[src/rtl/loader_pkg.sv]
// Shared types and helpers for the instruction-memory boot loader.
//   loader_state_t : frame-parser states
//   WORD_BYTES     : bytes per instruction word
//   checksum_add   : mod-256 running checksum step
package loader_pkg;

  typedef enum logic [2:0] {LEN0, LEN1, DATA, CSUM, RUN, FAIL} loader_state_t;

  localparam int WORD_BYTES = 4;
  localparam int BIDX_W     = $clog2(WORD_BYTES);

  function automatic logic [7:0] checksum_add(input logic [7:0] sum, input logic [7:0] data);
    return sum + data;
  endfunction

endpackage

[src/rtl/byte_packer.sv]
// Little-endian byte-to-word assembler.
//   clk, reset   : clock, async active-high reset
//   clear        : synchronous restart (byte counter back to 0)
//   push, data   : accepted stream byte
//   word         : assembled word, valid together with word_valid
//   word_valid   : combinational pulse in the cycle the last byte of a word is pushed
module byte_packer
  import loader_pkg::*;
(
  input  logic        clk,
  input  logic        reset,
  input  logic        clear,
  input  logic        push,
  input  logic [7:0]  data,
  output logic [31:0] word,
  output logic        word_valid
);

  logic [BIDX_W-1:0] byte_idx;
  logic [23:0]       low;

  // Bytes enter at the top and shift down, so after three pushes the oldest
  // byte sits at bits [7:0]; the fourth byte completes the word directly.
  always_ff @(posedge clk or posedge reset) begin
    if (reset) begin
      byte_idx <= '0;
      low      <= '0;
    end else if (clear) begin
      byte_idx <= '0;
    end else if (push) begin
      low      <= {data, low[23:8]};
      byte_idx <= byte_idx + 1'b1;
    end
  end

  assign word_valid = push && (byte_idx == BIDX_W'(WORD_BYTES - 1));
  assign word       = {data, low};

endmodule

[src/rtl/imem_boot_loader.sv]
// Boot loader: parses LEN_LO, LEN_HI, 4*N data bytes, CSUM from a byte
// stream, writes packed words into instruction memory and releases the core
// from reset once the checksum matches.
//   clk, reset              : clock, async active-high reset
//   rx_valid/rx_data/rx_ready : byte stream handshake
//   reload                  : restart pulse, honoured in RUN/FAIL only
//   imem_we/addr/wdata      : instruction memory write port (registered)
//   core_reset              : held high until a verified load
//   done / error            : RUN / FAIL status
module imem_boot_loader
  import loader_pkg::*;
#(
  parameter int DEPTH_WORDS = 256,
  parameter int CNT_W       = 16
) (
  input  logic        clk,
  input  logic        reset,
  input  logic        rx_valid,
  input  logic [7:0]  rx_data,
  output logic        rx_ready,
  input  logic        reload,
  output logic        imem_we,
  output logic [31:0] imem_addr,
  output logic [31:0] imem_wdata,
  output logic        core_reset,
  output logic        done,
  output logic        error
);

  loader_state_t    state, state_nx;
  logic             accept, restart;
  logic [CNT_W-1:0] n_len, n_full, word_idx;
  logic [7:0]       sum;
  logic [31:0]      word;
  logic             word_valid;

  assign n_full  = CNT_W'({rx_data, n_len[7:0]});
  assign restart = reload && (state == RUN || state == FAIL);

  byte_packer u_packer (
    .clk        (clk),
    .reset      (reset),
    .clear      (restart),
    .push       (accept && state == DATA),
    .data       (rx_data),
    .word       (word),
    .word_valid (word_valid)
  );

  // state register
  always_ff @(posedge clk or posedge reset) begin
    if (reset) state <= LEN0;
    else       state <= state_nx;
  end

  // next state
  always_comb begin
    state_nx = state;
    case (state)
      LEN0: if (accept) state_nx = LEN1;
      LEN1: if (accept) begin
        if (n_full > CNT_W'(DEPTH_WORDS)) state_nx = FAIL;
        else if (n_full == '0)            state_nx = CSUM;
        else                              state_nx = DATA;
      end
      DATA: if (word_valid && word_idx == n_len - 1'b1) state_nx = CSUM;
      CSUM: if (accept) state_nx = (rx_data == sum) ? RUN : FAIL;
      RUN, FAIL: if (reload) state_nx = LEN0;
      default: state_nx = LEN0;
    endcase
  end

  // outputs decoded from state
  always_comb begin
    rx_ready = (state == LEN0) || (state == LEN1) || (state == DATA) || (state == CSUM);
    accept   = rx_valid && rx_ready;
  end

  // Status flags follow the next state so core_reset drops on the very edge
  // that enters RUN and rises again on the edge that leaves it.
  always_ff @(posedge clk or posedge reset) begin
    if (reset) begin
      core_reset <= 1'b1;
      done       <= 1'b0;
      error      <= 1'b0;
      imem_we    <= 1'b0;
      imem_addr  <= '0;
      imem_wdata <= '0;
      n_len      <= '0;
      word_idx   <= '0;
      sum        <= '0;
    end else begin
      core_reset <= (state_nx != RUN);
      done       <= (state_nx == RUN);
      error      <= (state_nx == FAIL);
      imem_we    <= word_valid;
      if (word_valid) begin
        imem_addr  <= 32'(word_idx) << 2;
        imem_wdata <= word;
      end
      if (accept && state == LEN0) n_len <= CNT_W'(rx_data);
      if (accept && state == LEN1) n_len <= n_full;
      if (restart)         word_idx <= '0;
      else if (word_valid) word_idx <= word_idx + 1'b1;
      // CSUM byte itself is compared, not accumulated
      if (restart)                        sum <= '0;
      else if (accept && state != CSUM)   sum <= checksum_add(sum, rx_data);
    end
  end

endmodule

[config.mk]
export PLATFORM = sky130hd
export DESIGN_NAME = imem_boot_loader
export DESIGN_NICKNAME = d
export VERILOG_FILES = /design/src/rtl/loader_pkg.sv /design/src/rtl/byte_packer.sv /design/src/rtl/imem_boot_loader.sv
export SDC_FILE = /design/constraint.sdc
export NUM_CORES = 1
export LEC_CHECK = 0
export BUFFER_PORTS_ARGS = -buffer_cell sky130_fd_sc_hd__buf_2
export CELL_PAD_IN_SITES_DETAIL_PLACEMENT = 0
export CELL_PAD_IN_SITES_GLOBAL_PLACEMENT = 2
export CORE_MARGIN = 2
export CORE_UTILIZATION = 37
export CTS_BUF_LIST = sky130_fd_sc_hd__clkbuf_16
export DETAILED_ROUTE_END_ITERATION = 10
export PLACE_DENSITY = 0.8
export SLEW_MARGIN = 15
export SYNTH_ARGS = -nofsm -noshare
export SYNTH_HDL_FRONTEND = slang
export SYNTH_SLANG_ARGS = --single-unit
[constraint.sdc]
create_clock -name clk -period 4.1 [get_ports clk]
set_input_delay 0.205 -clock clk [delete_from_list [all_inputs] [get_ports clk]]
set_output_delay 0.205 -clock clk [all_outputs]
set_load 0.03 [all_outputs]
== Word-level counts from Yosys, hierarchy flattened ==
Index checks and enable logic that the tools add are counted.
Cells by class
  add/subtract/negate cells: 4
  $lt $le $gt $ge: 1
  eq/ne operators: 12
  muxes and demuxes: 17
  bitwise operators: 2
  reductions and logical operators: 21
Operator list (count)
  16-bit two-way mux: 4
  3-bit two-way mux: 6
  16-bit by 1-bit adder with 16-bit output, second input constant: 1
  16-bit equality test: 1
  16-bit by 9-bit > comparator with 1-bit output, second input constant: 1
  16-bit logical NOT: 1
  8-bit two-way mux: 2
  16-bit by 1-bit subtractor with 16-bit output, second input constant: 1
  3-bit case mux with 5 select lines: 1
  3-bit equality test, second input constant: 4
  8-bit adder: 1
  8-bit equality test: 1
  1-bit logical AND: 8
  2-bit nonzero test: 4
  3-bit by 2-bit equality test with 1-bit output, second input constant: 2
  1-bit logical OR: 4
  2-bit two-way mux: 2
  2-bit AND reduction: 2
  3-bit by 1-bit equality test with 1-bit output, second input constant: 1
  3-bit logical NOT: 1
  3-bit by 2-bit != test with 1-bit output, second input constant: 1
  3-bit != test, second input constant: 1
  2-bit by 1-bit adder with 2-bit output, second input constant: 1
  2-bit equality test, second input constant: 1
  other kinds (3): 5
Storage, ports and cells
  flip-flop bits (word level): 121

== Depth between registers and ports, before layout ==
Gate-level depths: netlist of the first run.
  depth in word-level cells: 11
  mapped depth: 10
  gate-level depth less buffers: 10

== Cells and area by module ==
Synthesis of the first run repeated with hierarchy kept, for this count alone.
Second synthesis, totals
  cell total of the unflattened synthesis: 515
  area total of the unflattened synthesis: 6029.5 um2
Modules (own cells, without submodules)
  imem_boot_loader: instances 1, cells each 446, area an instance 4858.4 um2, sequential area each 2378.5 um2
  byte_packer: instances 1, cells each 69, area an instance 1171.1 um2, sequential area each 650.6 um2

== Least setup slack after synthesis of the first run ==
Ideal clock, no wire load.
  path kind: reg2reg
  start point: register n_len[0]
  end point: register done
  arrival: 1.997 ns
  path slack: 1.985 ns
  stages on the path, launching flop included: 11
  path buffers: 0
  path through: dfrtp_1 inv_1 ha_1 nor3b_1 nand4_1 xnor2_1 nand2_1 nor4_1 a31oi_2 inv_2 nor2_1
Between the ends
  word-level cells in the longest chain between the ends: 6
RTL lines
  start, declared: line imem_boot_loader.sv:32  | logic [CNT_W-1:0] n_len, n_full, word_idx;
  start signal, assigned: line imem_boot_loader.sv:101  | if (accept && state == LEN0) n_len <= CNT_W'(rx_data);
  start signal, assigned: line imem_boot_loader.sv:102  | if (accept && state == LEN1) n_len <= n_full;
  16-bit by 1-bit subtractor with 16-bit output / 16-bit logical NOT (equally long branches): line imem_boot_loader.sv:66, imem_boot_loader.sv:63
  16-bit equality test / 1-bit two-way mux (equally long branches): line imem_boot_loader.sv:66, imem_boot_loader.sv:63
  1-bit logical AND / 3-bit two-way mux (equally long branches): line imem_boot_loader.sv:66, imem_boot_loader.sv:62
  3-bit two-way mux, on equally long branches: line imem_boot_loader.sv:66, imem_boot_loader.sv:61
  3-bit case mux with 5 select lines (*): line imem_boot_loader.sv:59  | case (state)
  named net state_nx[0]: line imem_boot_loader.sv:30  | loader_state_t state, state_nx;
  3-bit equality test (*): line imem_boot_loader.sv:94  | done <= (state_nx == RUN);
  end signal, assigned: line imem_boot_loader.sv:94
  end, declared: line imem_boot_loader.sv:26  | output logic done,
Mark *: on every way through the listed nets, which the timed path passes. The rest lies on a longest branch.
A chain may end at the register's enable or synchronous reset.

== Worst setup path after layout of the first run ==
Same ends and word-level chain as after synthesis.

==> results of run 1 <==
worst max-delay path, cell delays in order (launching register included):
cell     delay, ps
dfrtp_1        410
inv_1           90
ha_1           190
nor3b_1        560
nand4_1        190
xnor2_1        190
nand2_1         70
nor4_1         440
a31oi_2        200
inv_2           80
nor2_1          40
sequential cells by signal (all words and copies together), names as in the netlist, 2 cells and up:
name	cells
n_len	16
imem_wdata	32
sum	8
state	3
word_idx	16
imem_addr	16
u_packer.low	24
u_packer.byte_idx	2
logic make-up after synthesis:
| kind of cell | synth area share |
|---|---|
| AO/OA/AOI/OAI | 0.0633 |
| XOR/XNOR | 0.0649 |
| adder cells (fa/ha/maj) | 0.0256 |
| buffers and inverters | 0.0483 |
| flip-flops | 0.534 |
| multiplexers | 0.101 |
| other | 0.000661 |
| AND/OR/NAND/NOR | 0.162 |
power by group:
group	switching, mW	internal, mW	total (mW)
clock	0.505	1.06	1.56
sequential	0.178	1.34	1.52
combinational	0.536	0.391	0.928
cell usage in the layout, fill, tap and decap left out, types with 6 or more instances in the layout:
| cell | count |
|---|---|
| conb_1 | 16 |
| mux2_2 | 50 |
| clkbuf_16 | 17 |
| xor2_1 | 21 |
| buf_2 | 64 |
| dfrtp_1 | 120 |
| ha_1 | 10 |
| buf_4 | 6 |
| nor2_1 | 27 |
| nand3_1 | 7 |
| or3_1 | 6 |
| xnor2_1 | 21 |
| nand2_1 | 129 |
| inv_1 | 15 |
| nor3_1 | 9 |
| o21ai_0 | 26 |
| a21oi_1 | 10 |
| nand4_1 | 7 |
cell usage after synthesis (2+ instances only):
master	n	area (um2)
a211oi_1	3	22.5
a21o_1	2	15.0
a21oi_1	10	50.1
a22o_1	3	26.3
a31oi_1	3	18.8
and3_1	3	18.8
buf_1	2	7.51
buf_2	3	15.0
buf_4	17	128
clkbuf_1	17	63.8
dfrtp_1	120	3000
ha_1	10	125
inv_1	14	52.6
inv_2	2	7.51
mux2_2	50	563
nand2_1	129	484
nand2b_1	2	12.5
nand3_1	7	35.0
nand4_1	7	43.8
nor2_1	27	101
nor3_1	9	45.0
nor4_1	5	31.3
o21ai_0	26	130
o21bai_1	2	15.0
or3_1	6	37.5
xnor2_1	21	184
xor2_1	21	184
cell type report:
cell class / instances / area, um2 / area share
clock inverter: 14 / 188 / 0.0278
clock buffer: 17 / 425 / 0.0631
timing repair buffer: 71 / 375 / 0.0557
inverter: 16 / 62.6 / 0.00928
tap: 188 / 235 / 0.0349
multi-input combinational: 384 / 2420 / 0.360
sequential: 121 / 3030 / 0.449
worst max-delay path by stage:
stage | start | to | slack, ps | cells after the start
6_report | n_len[0] | done | 1500 | 10
2_1_floorplan | reset | done | 680 | 1
4_1_cts | n_len[0] | done | 1470 | 10
3_3_place_gp | n_len[0] | done | 1510 | 10
3_5_place_dp | n_len[0] | done | 1510 | 10
5_1_grt | n_len[0] | done | 1200 | 10
routing by layer:
metal | global-route usage | part of all wire
met1 | 0.237 | 0.50
met2 | 0.257 | 0.45
met3 | 0.0459 | 0.035
met4 | 0.0582 | 0.014
met5 | 0 | 0
stage by stage:
step	total power, mW	util	setup slack, ps
2_1_floorplan	2.25	-	682
3_3_place_gp	2.44	0.405	1510
3_5_place_dp	2.46	0.405	1510
4_1_cts	4.05	0.447	1470
5_1_grt	4.24	0.447	1200
6_report	4.01	0.447	1500
==> results.py, run 1 <==
metrics = {
    "synth": {
        "synthCells": 545,
        "ys.flop_type": "dfrtp_1",
        "synth_edf_count": 0,
        "synth_cell_types": 51,
        "yosysWarnings": 0,
        "synth_area_per_cell_um2": 10.4,
        "ys_seq_elements": 121,
        "synth_seq_area_share": 0.534,
        "synthesis.area_um2": 5670,
        "async_flop_share": 1.00,
    },
    "placement": {
        "dp_cells": 779,
        "portBuffers": 64,
        "place_area_um2": 6120,
        "place_congestion": 0.830,
        "hpwl_um": 8880,
    },
    "hold_path": {
        "hold_path_class": "input pin to flip-flop",
        "min_to": "state[1]",
        "min_path_cells": 3,
        "hold_path.startpoint": "rx_valid",
    },
    "sta": {
        "slew_viol_final": 0,
        "setup_viol": 0,
        "max_freq_mhz": 385,
        "tightest_slew_ps": 679,
        "clock_skew_ps": 7.27,
        "grt_setup_unrepaired": "no",
        "setup_tns_ps": 0,
        "timing.final.crit_share": 0.634,
        "hold_ws_ps": 98.6,
        "slew_headroom": 0.546,
        "final_hold_viol_count": 0,
        "min_period_ps": 2600,
    },
    "floorplanning": {
        "die-area_um2": 16300,
        "start_util": 0.376,
        "row_count": 45,
        "fp.dieH_um": 128,
        "core_area_um2": 15100,
        "die_x_um": 128,
        "ioPinCount": 81,
    },
    "drt": {
        "drtIter0Drc": 175,
        "drcViolationCount": 0,
        "drtAntennaViolNets": 0,
        "vias_per_cell": 4.91,
        "dr_total_vias": 3985,
        "wl_per_cell_um": 15.7,
        "first_pass_iters": 4,
        "wl_um": 12800,
    },
    "clock_network": {
        "cts_made_buffers": 17,
        "post_cts.repair.setup_buffers": 0,
        "cts_tree": "built",
        "cts.repair.resized": 0,
        "cts_hold_buf": 1,
        "ctsHtreeMaxLevel": 4,
        "cts.sinks": 121,
        "path_clk_slew_ps": 50,
        "clk_latency_ps": 420,
        "clock_path_buffers": 2,
        "ctsRootBufferMaster": "clkbuf_16",
    },
    "setup_path": {
        "r2r-end": "done",
        "arrival_ps": 2900,
        "required_ps": 4400,
        "rr_startpoint": "n_len[0]",
        "critPathLaunchType": "flip-flop",
        "critPathCaptureType": "flip-flop",
        "reg2regPathDepth": 10,
        "crit_fanout": 6,
        "critical_path_class": "flip-flop to flip-flop",
        "r2r_slack_ps": 1500,
    },
    "power": {
        "p_per_area_nw_per_um2": 594,
        "worst_ir_drop_vdd_mv": 0.324,
        "p_leak_nw": 3.48,
    },
    "grt": {
        "globalRouteOverflowTotal": 0,
        "grt_use_total": 0.170,
        "grt_pass1_wl_um": 21500,
        "grt_pass1_vias": 4195,
        "antenna_found_initial": 0,
        "grt_max_degree": 53,
    },
    "final_layout": {
        "fill_cells": 1430,
        "syn2layout_area_growth_pct": 18.8,
        "final_layout_size_suffix_gt1_frac": 0.254,
        "n_antenna_cell": 0,
        "design_area_um2": 6740,
        "finalNonFillerCells": 811,
        "num-nets-final": 634,
    },
    "flow_run": {
        "cap_violations": 0,
    },
    "outcome": {
        "status": "finished clean",
    },
}
No activity file was read; power rests on OpenSTA's default activity.
==> run 2, diff against run 1 <==
--- a/config.mk
+++ b/config.mk
@@ -5,14 +5,15 @@
 export SDC_FILE = /design/constraint.sdc
 export NUM_CORES = 1
 export LEC_CHECK = 0
+export ABC_AREA = 1
 export BUFFER_PORTS_ARGS = -buffer_cell sky130_fd_sc_hd__buf_2
 export CELL_PAD_IN_SITES_DETAIL_PLACEMENT = 0
 export CELL_PAD_IN_SITES_GLOBAL_PLACEMENT = 2
 export CORE_MARGIN = 2
-export CORE_UTILIZATION = 37
+export CORE_UTILIZATION = 34
 export CTS_BUF_LIST = sky130_fd_sc_hd__clkbuf_16
 export DETAILED_ROUTE_END_ITERATION = 10
-export PLACE_DENSITY = 0.8
+export PLACE_DENSITY = 0.79
 export SLEW_MARGIN = 15
 export SYNTH_ARGS = -nofsm -noshare
 export SYNTH_HDL_FRONTEND = slang
==> constraint.sdc (replaced) <==
create_clock -name clk -period 2.57 [get_ports clk]
set_input_delay 0.1285 -clock clk [delete_from_list [all_inputs] [get_ports clk]]
set_output_delay 0.1285 -clock clk [all_outputs]
set_load 0.03 [all_outputs]
==> run 2 against run 1 <==
Compared with the run above:
- sequential power up 72%
- final area up 5.1%
- die area up 14%
- via count up 22%
- largest power group is now sequential cells
- count of clock-buffer cells in the layout unchanged
- power up 75%
==> results.py, run 2 <==
metrics = {
    "setup_path": {
        "r2r_slack_ps": 640,
        "arrival_ps": 2260,
        "critical_path_class": "flip-flop to flip-flop",
        "path_cells": "inv_4 > nor2_4 > nand2_4 > nor2_8 > inv_2 > buf_4 > nor3_2 > a21oi_1 > nor3_1",
        "crit_fanout": 48,
        "critPathCaptureType": "flip-flop",
        "reg2regPathDepth": 9,
        "critPathLaunchType": "flip-flop",
        "cp_slowest_cell": "dfrtp_1",
        "r2r-end": "word_idx[5]",
        "critPathLaunch": "state[1]",
        "required_ps": 2900,
        "rr_startpoint": "state[1]",
        "timing.critical_path.slowest_cell_delay_ps": 500,
    },
    "synth": {
        "synth_seq_area_share": 0.510,
        "synthesis.area_um2": 5940,
        "synth.most_common_cell": "nand2_1",
        "ys_seq_elements": 121,
        "synth_area_per_cell_um2": 8.14,
        "yosysWarnings": 0,
        "ys_top_cells_by_count": "nand2_1 (210), dfrtp_1 (120), o21ai_0 (95), inv_1 (92), nor2_1 (45)",
        "synthCells": 730,
        "ys.flop_type": "dfrtp_1",
        "yosysTopAreaCell": "dfrtp_1",
        "yosys.area.top_type_share": 0.505,
        "async_flop_share": 1.00,
        "synth_area_leaders": "dfrtp_1 (51%), nand2_1 (13%), o21ai_0 (8.0%), inv_1 (5.8%), nor2_1 (2.8%)",
        "synth_edf_count": 0,
        "synth_cell_types": 41,
    },
    "final_layout": {
        "fill_cells": 1816,
        "fin_util": 0.412,
        "final_layout_size_suffix_gt1_frac": 0.146,
        "top_register": "imem_wdata",
        "num-nets-final": 823,
        "n_antenna_cell": 0,
        "multiInputGateArea_um2": 2390,
        "seqCellArea_um2": 3030,
        "final_cell_mix": "nand2_1 (210), dfrtp_1 (120), o21ai_0 (95), inv_1 (90), buf_2 (64)",
        "final_common_cell": "nand2_1",
        "design_area_um2": 7080,
        "syn2layout_area_growth_pct": 19.2,
        "finalNonFillerCells": 1038,
        "largest_reg_flops": 32,
        "top_regs": "imem_wdata (32), u_packer.low (24)",
    },
    "floorplanning": {
        "fp.dieH_um": 136,
        "row_count": 48,
        "core_area_um2": 17200,
        "die-area_um2": 18600,
        "die_x_um": 136,
        "start_util": 0.346,
        "ioPinCount": 81,
    },
    "drt": {
        "wl_um": 14200,
        "wl_per_cell_um": 13.7,
        "vias_per_cell": 4.66,
        "drtIter0Drc": 284,
        "drtAntennaViolNets": 0,
        "dr_total_vias": 4842,
        "drcViolationCount": 0,
        "first_pass_iters": 4,
    },
    "sta": {
        "timing.final.crit_share": 0.752,
        "max_freq_mhz": 517,
        "grt_setup_unrepaired": "no",
        "slew_headroom": 0.462,
        "worst_slack_ps": 636,
        "hold_ws_ps": 15.1,
        "tightest_slew_ps": 805,
        "setup_viol": 0,
        "min_period_ps": 1930,
        "setup_tns_ps": 0,
        "slew_viol_final": 0,
        "final_hold_viol_count": 0,
        "clock_skew_ps": 16.9,
    },
    "placement": {
        "place_congestion": 0.861,
        "place_area_um2": 6470,
        "dp_cells": 1005,
        "portBuffers": 64,
        "hpwl_um": 10700,
        "place_worst_setup_slack_ps": 658,
    },
    "clock_network": {
        "path_clk_slew_ps": 60,
        "clock_path_buffers": 2,
        "cts.repair.resized": 0,
        "ctsRootBufferMaster": "clkbuf_16",
        "cts_made_buffers": 17,
        "clk_latency_ps": 420,
        "cts_hold_buf": 1,
        "cts_tree": "built",
        "ctsHtreeMaxLevel": 4,
        "cts.sinks": 121,
        "post_cts.repair.setup_buffers": 0,
    },
    "power": {
        "p_leak_nw": 3.63,
        "worst_ir_drop_vdd_mv": 0.546,
        "p_per_area_nw_per_um2": 991,
        "total_power_mw": 7.02,
    },
    "hold_path": {
        "hold_path_class": "input pin to flip-flop",
        "hold_path.startpoint": "rx_valid",
        "min_to": "state[1]",
        "min_path_cells": 2,
    },
    "grt": {
        "grt_pass1_wl_um": 23900,
        "grt_use_total": 0.167,
        "grt_pass1_vias": 4691,
        "antenna_found_initial": 0,
        "grt_max_degree": 52,
        "globalRouteOverflowTotal": 0,
    },
    "outcome": {
        "status": "finished clean",
    },
    "flow_run": {
        "cap_violations": 0,
    },
}
run 2: cell types whose count changed after synthesis, moves of 18 or more:
cell,before,now
mux2_2,50,0
nand3_1,7,33
xnor2_1,21,2
o21ai_0,26,95
nor2_1,27,45
inv_1,14,92
nand2_1,129,210
run 2: metal layers:
layer  wire length (um)  vias to the layer above  track usage  share of wire
li1                   -                     2442            -              -
met1               7340                     2292        0.242           0.52
met2               6180                       90        0.244           0.43
met3                475                       18       0.0317          0.033
met4                242                        0       0.0671          0.017
met5                  0                        -            0              0
run 2: worst max-delay path, delay by kind of cell, from the launching register on:
family / cells / cell delay [ps]
and+or+nand+nor: 5 / 850
DFF: 1 / 500
buffers and inverters: 3 / 400
AOI/OAI and AO/OA: 1 / 90
run 2: cells by family (layout without fill, tap and decap cells):
group	after synthesis	count (layout)	share of synthesized area
AO/OA/AOI/OAI	127	127	0.112
XOR/XNOR	12	12	0.0177
adder cells (fa/ha/maj)	11	11	0.0244
buffers and inverters	132	200	0.0968
flip-flops	121	121	0.510
other	1	16	0.000631
AND/OR/NAND/NOR	326	326	0.239
run 2: worst max path at each step:
stage             endpoint  cells past startpoint
2_1_floorplan         done                      1
3_3_place_gp         error                     12
3_5_place_dp   word_idx[5]                      9
4_1_cts        word_idx[5]                      9
5_1_grt        word_idx[5]                      9
6_report       word_idx[5]                      9
run 2: final cells by class:
type,count,area share
Tap cell,225,0.0397
Clock buffer,17,0.0601
Sequential cell,121,0.428
Timing Repair Buffer,73,0.0586
Multi-Input combinational cell,492,0.338
Clock inverter,15,0.0246
Inverter,95,0.0512
run 2: report_power, final:
group / switching [mW] / internal, mW / total, mW
clock network: 0.902 / 1.52 / 2.42
registers: 0.307 / 2.31 / 2.61
logic: 1.31 / 0.672 / 1.98
total: 2.52 / 4.50 / 7.02
==> run 3, diff against run 2 <==
==> constraint.sdc (replaced) <==
create_clock -name clk -period 1.9 [get_ports clk]
set_input_delay 0.095 -clock clk [delete_from_list [all_inputs] [get_ports clk]]
set_output_delay 0.095 -clock clk [all_outputs]
set_load 0.03 [all_outputs]
==> run 3 against run 2 <==
Compared with the run above:
- die area unchanged
- wire length increased by 1.7%
- clock skew decreased by 8.5 ps
- clock power increased by 24%
- via count decreased by 0.21%
- register-to-register slack got worse by 470 ps
- combinational power increased by 47%
==> results.py, run 3 (synthesized netlist as in run 2, its figures left out) <==
metrics = {
    "outcome": {
        "status": "finished clean",
    },
    "setup_path": {
        "reg2regPathDepth": 14,
        "timing.critical_path.slowest_cell_delay_ps": 400,
        "arrival_ps": 2050,
        "crit_fanout": 3,
        "required_ps": 2210,
        "critPathLaunchType": "flip-flop",
        "cp_slowest_cell": "dfrtp_1",
        "path_cells": "inv_2 > ha_4 > inv_2 > nand2_1 > nand2_1 > nand2_1 > nor2_1 > nand3_1 > nor2_1 > nand3_1 > nor2_1 > nand2_1 > nand4_1 > inv_1",
        "r2r-end": "done",
        "cpMostUsedCell": "nand2_1",
        "rr_startpoint": "n_len[0]",
        "critical_path_class": "flip-flop to flip-flop",
        "critPathCaptureType": "flip-flop",
        "r2r_slack_ps": 160,
    },
    "sta": {
        "hold_ws_ps": 115,
        "slew_headroom": 0.561,
        "clock_skew_ps": 8.45,
        "timing.final.crit_share": 0.914,
        "max_freq_mhz": 576,
        "min_period_ps": 1740,
        "grt_setup_unrepaired": "yes",
        "setup_viol": 0,
        "final_hold_viol_count": 0,
        "worst_slack_ps": 162,
        "slew_viol_final": 0,
        "tightest_slew_ps": 658,
    },
    "final_layout": {
        "final_common_cell": "nand2_1",
        "n_antenna_cell": 0,
        "num-nets-final": 837,
        "final_layout_size_suffix_gt1_frac": 0.180,
        "largest_reg_flops": 32,
        "fill_cells": 1820,
        "top_regs": "imem_wdata (32), u_packer.low (24)",
        "top_register": "imem_wdata",
        "syn2layout_area_growth_pct": 21.1,
        "final_cell_mix": "nand2_1 (209), dfrtp_1 (119), o21ai_0 (93), inv_1 (87), buf_2 (64)",
    },
    "placement": {
        "hpwl_um": 10500,
        "place_worst_setup_slack_ps": 24.8,
        "place_congestion": 0.827,
        "portBuffers": 64,
    },
    "clock_network": {
        "path_clk_slew_ps": 60,
        "ctsRootBufferMaster": "clkbuf_16",
        "cts_tree": "built",
        "cts_made_buffers": 17,
        "clock_path_buffers": 2,
        "ctsHtreeMaxLevel": 4,
        "cts.sinks": 121,
        "clk_latency_ps": 420,
    },
    "power": {
        "worst_ir_drop_vdd_mv": 0.635,
        "sw_frac_of_total": 0.370,
        "p_leak_nw": 3.69,
        "p_sw_mw": 3.50,
        "p_int_mw": 5.96,
        "power_frac_comb": 0.307,
        "p_per_area_nw_per_um2": 1310,
        "p_seq_frac": 0.375,
        "power_frac_clock": 0.318,
    },
    "floorplanning": {
        "row_count": 48,
        "ioPinCount": 81,
        "fp.dieH_um": 136,
        "die_x_um": 136,
        "start_util": 0.346,
        "core_area_um2": 17200,
        "die-area_um2": 18600,
    },
    "drt": {
        "drcViolationCount": 0,
        "wl_met1_um": 7240,
        "first_pass_iters": 4,
        "dr_total_vias": 4832,
        "met3_length_um": 533,
        "drtIter0Drc": 284,
        "wl_um": 14500,
        "vias_per_cell": 4.60,
        "maxUsedRoutingLayer": "met4",
        "met2_length_um": 6380,
        "wl_per_cell_um": 13.8,
        "drtAntennaViolNets": 0,
    },
    "grt": {
        "grt_use_total": 0.168,
        "grt_max_degree": 122,
        "grt_pass1_vias": 4698,
        "globalRouteOverflowTotal": 0,
        "grt_pass1_wl_um": 24000,
        "antenna_found_initial": 0,
    },
    "hold_path": {
        "min_to": "state[2]",
        "hold_path.startpoint": "reload",
        "hold_path_class": "input pin to flip-flop",
        "min_path_cells": 4,
    },
    "flow_run": {
        "cap_violations": 0,
    },
}
==> run 3: layout make-up <==
class                   instances  area [um2]  share of cell area
clock buffers                  17         425              0.0591
clock inverters                14         123              0.0170
inverters                      95         363              0.0504
multi-input cells             492        2450               0.340
flip-flops and latches        121        3030               0.421
well taps                     225         282              0.0391
repair buffers                 87         523              0.0727
==> run 3: power by group through the flow <==
stage	logic (mW)	registers, mW	clock network [mW]
after floorplan	2.03	3.55	0
after global placement	2.73	3.55	0
after detailed placement	2.76	3.57	0
after CTS	2.79	3.53	3.07
after global routing	3.37	3.63	3.20
final	2.91	3.55	3.00
==> run 3: how the worst max path moves through the flow <==
stage	startpoint	end	slack (ps)	cells past startpoint
detailed placement	n_len[0]	done	20	11
CTS	n_len[0]	done	10	14
finish	n_len[0]	done	160	14
floorplan	sum[0]	sum[6]	290	10
global placement	n_len[0]	done	30	11
global route	sum[2]	error	-3	7
==> run 3: layer usage <==
metal / GRT usage / up-vias
met5: 0 / -
met4: 0.0764 / 0
met3: 0.0336 / 21
met2: 0.257 / 88
met1: 0.230 / 2247
li1: - / 2476
==> run 3: worst max-delay path, delay by kind of cell (launching register included) <==
kind / cells / cell delay (ps)
buf+inv: 3 / 190
fa+ha+maj: 1 / 210
flops: 1 / 400
simple gates: 10 / 830
==> run 3: stage by stage <==
stage          instance area (um2)  cells  power, mW  TNS [ps]   util
2_1_floorplan                 6000    745       5.59         0      -
3_5_place_dp                  6560   1016       6.33         0  0.382
3_3_place_gp                  6560   1016       6.28         0  0.382
4_1_cts                       7120   1049       9.39         0  0.415
6_report                      7200   1051       9.46         0  0.419
5_1_grt                       7200   1051       10.2     -3.11  0.419
==> run 3: what timing repair did <==
| action | 4_1_cts | 5_1_grt |
|---|---|---|
| setup buffers | 0 | 2 |
| setup endpoints to repair | 1 | 7 |
| hold endpoints to repair | 121 | 0 |
| resized for setup | 1 | 20 |
| pin swaps | 0 | 3 |
| hold buffers | 2 | 0 |
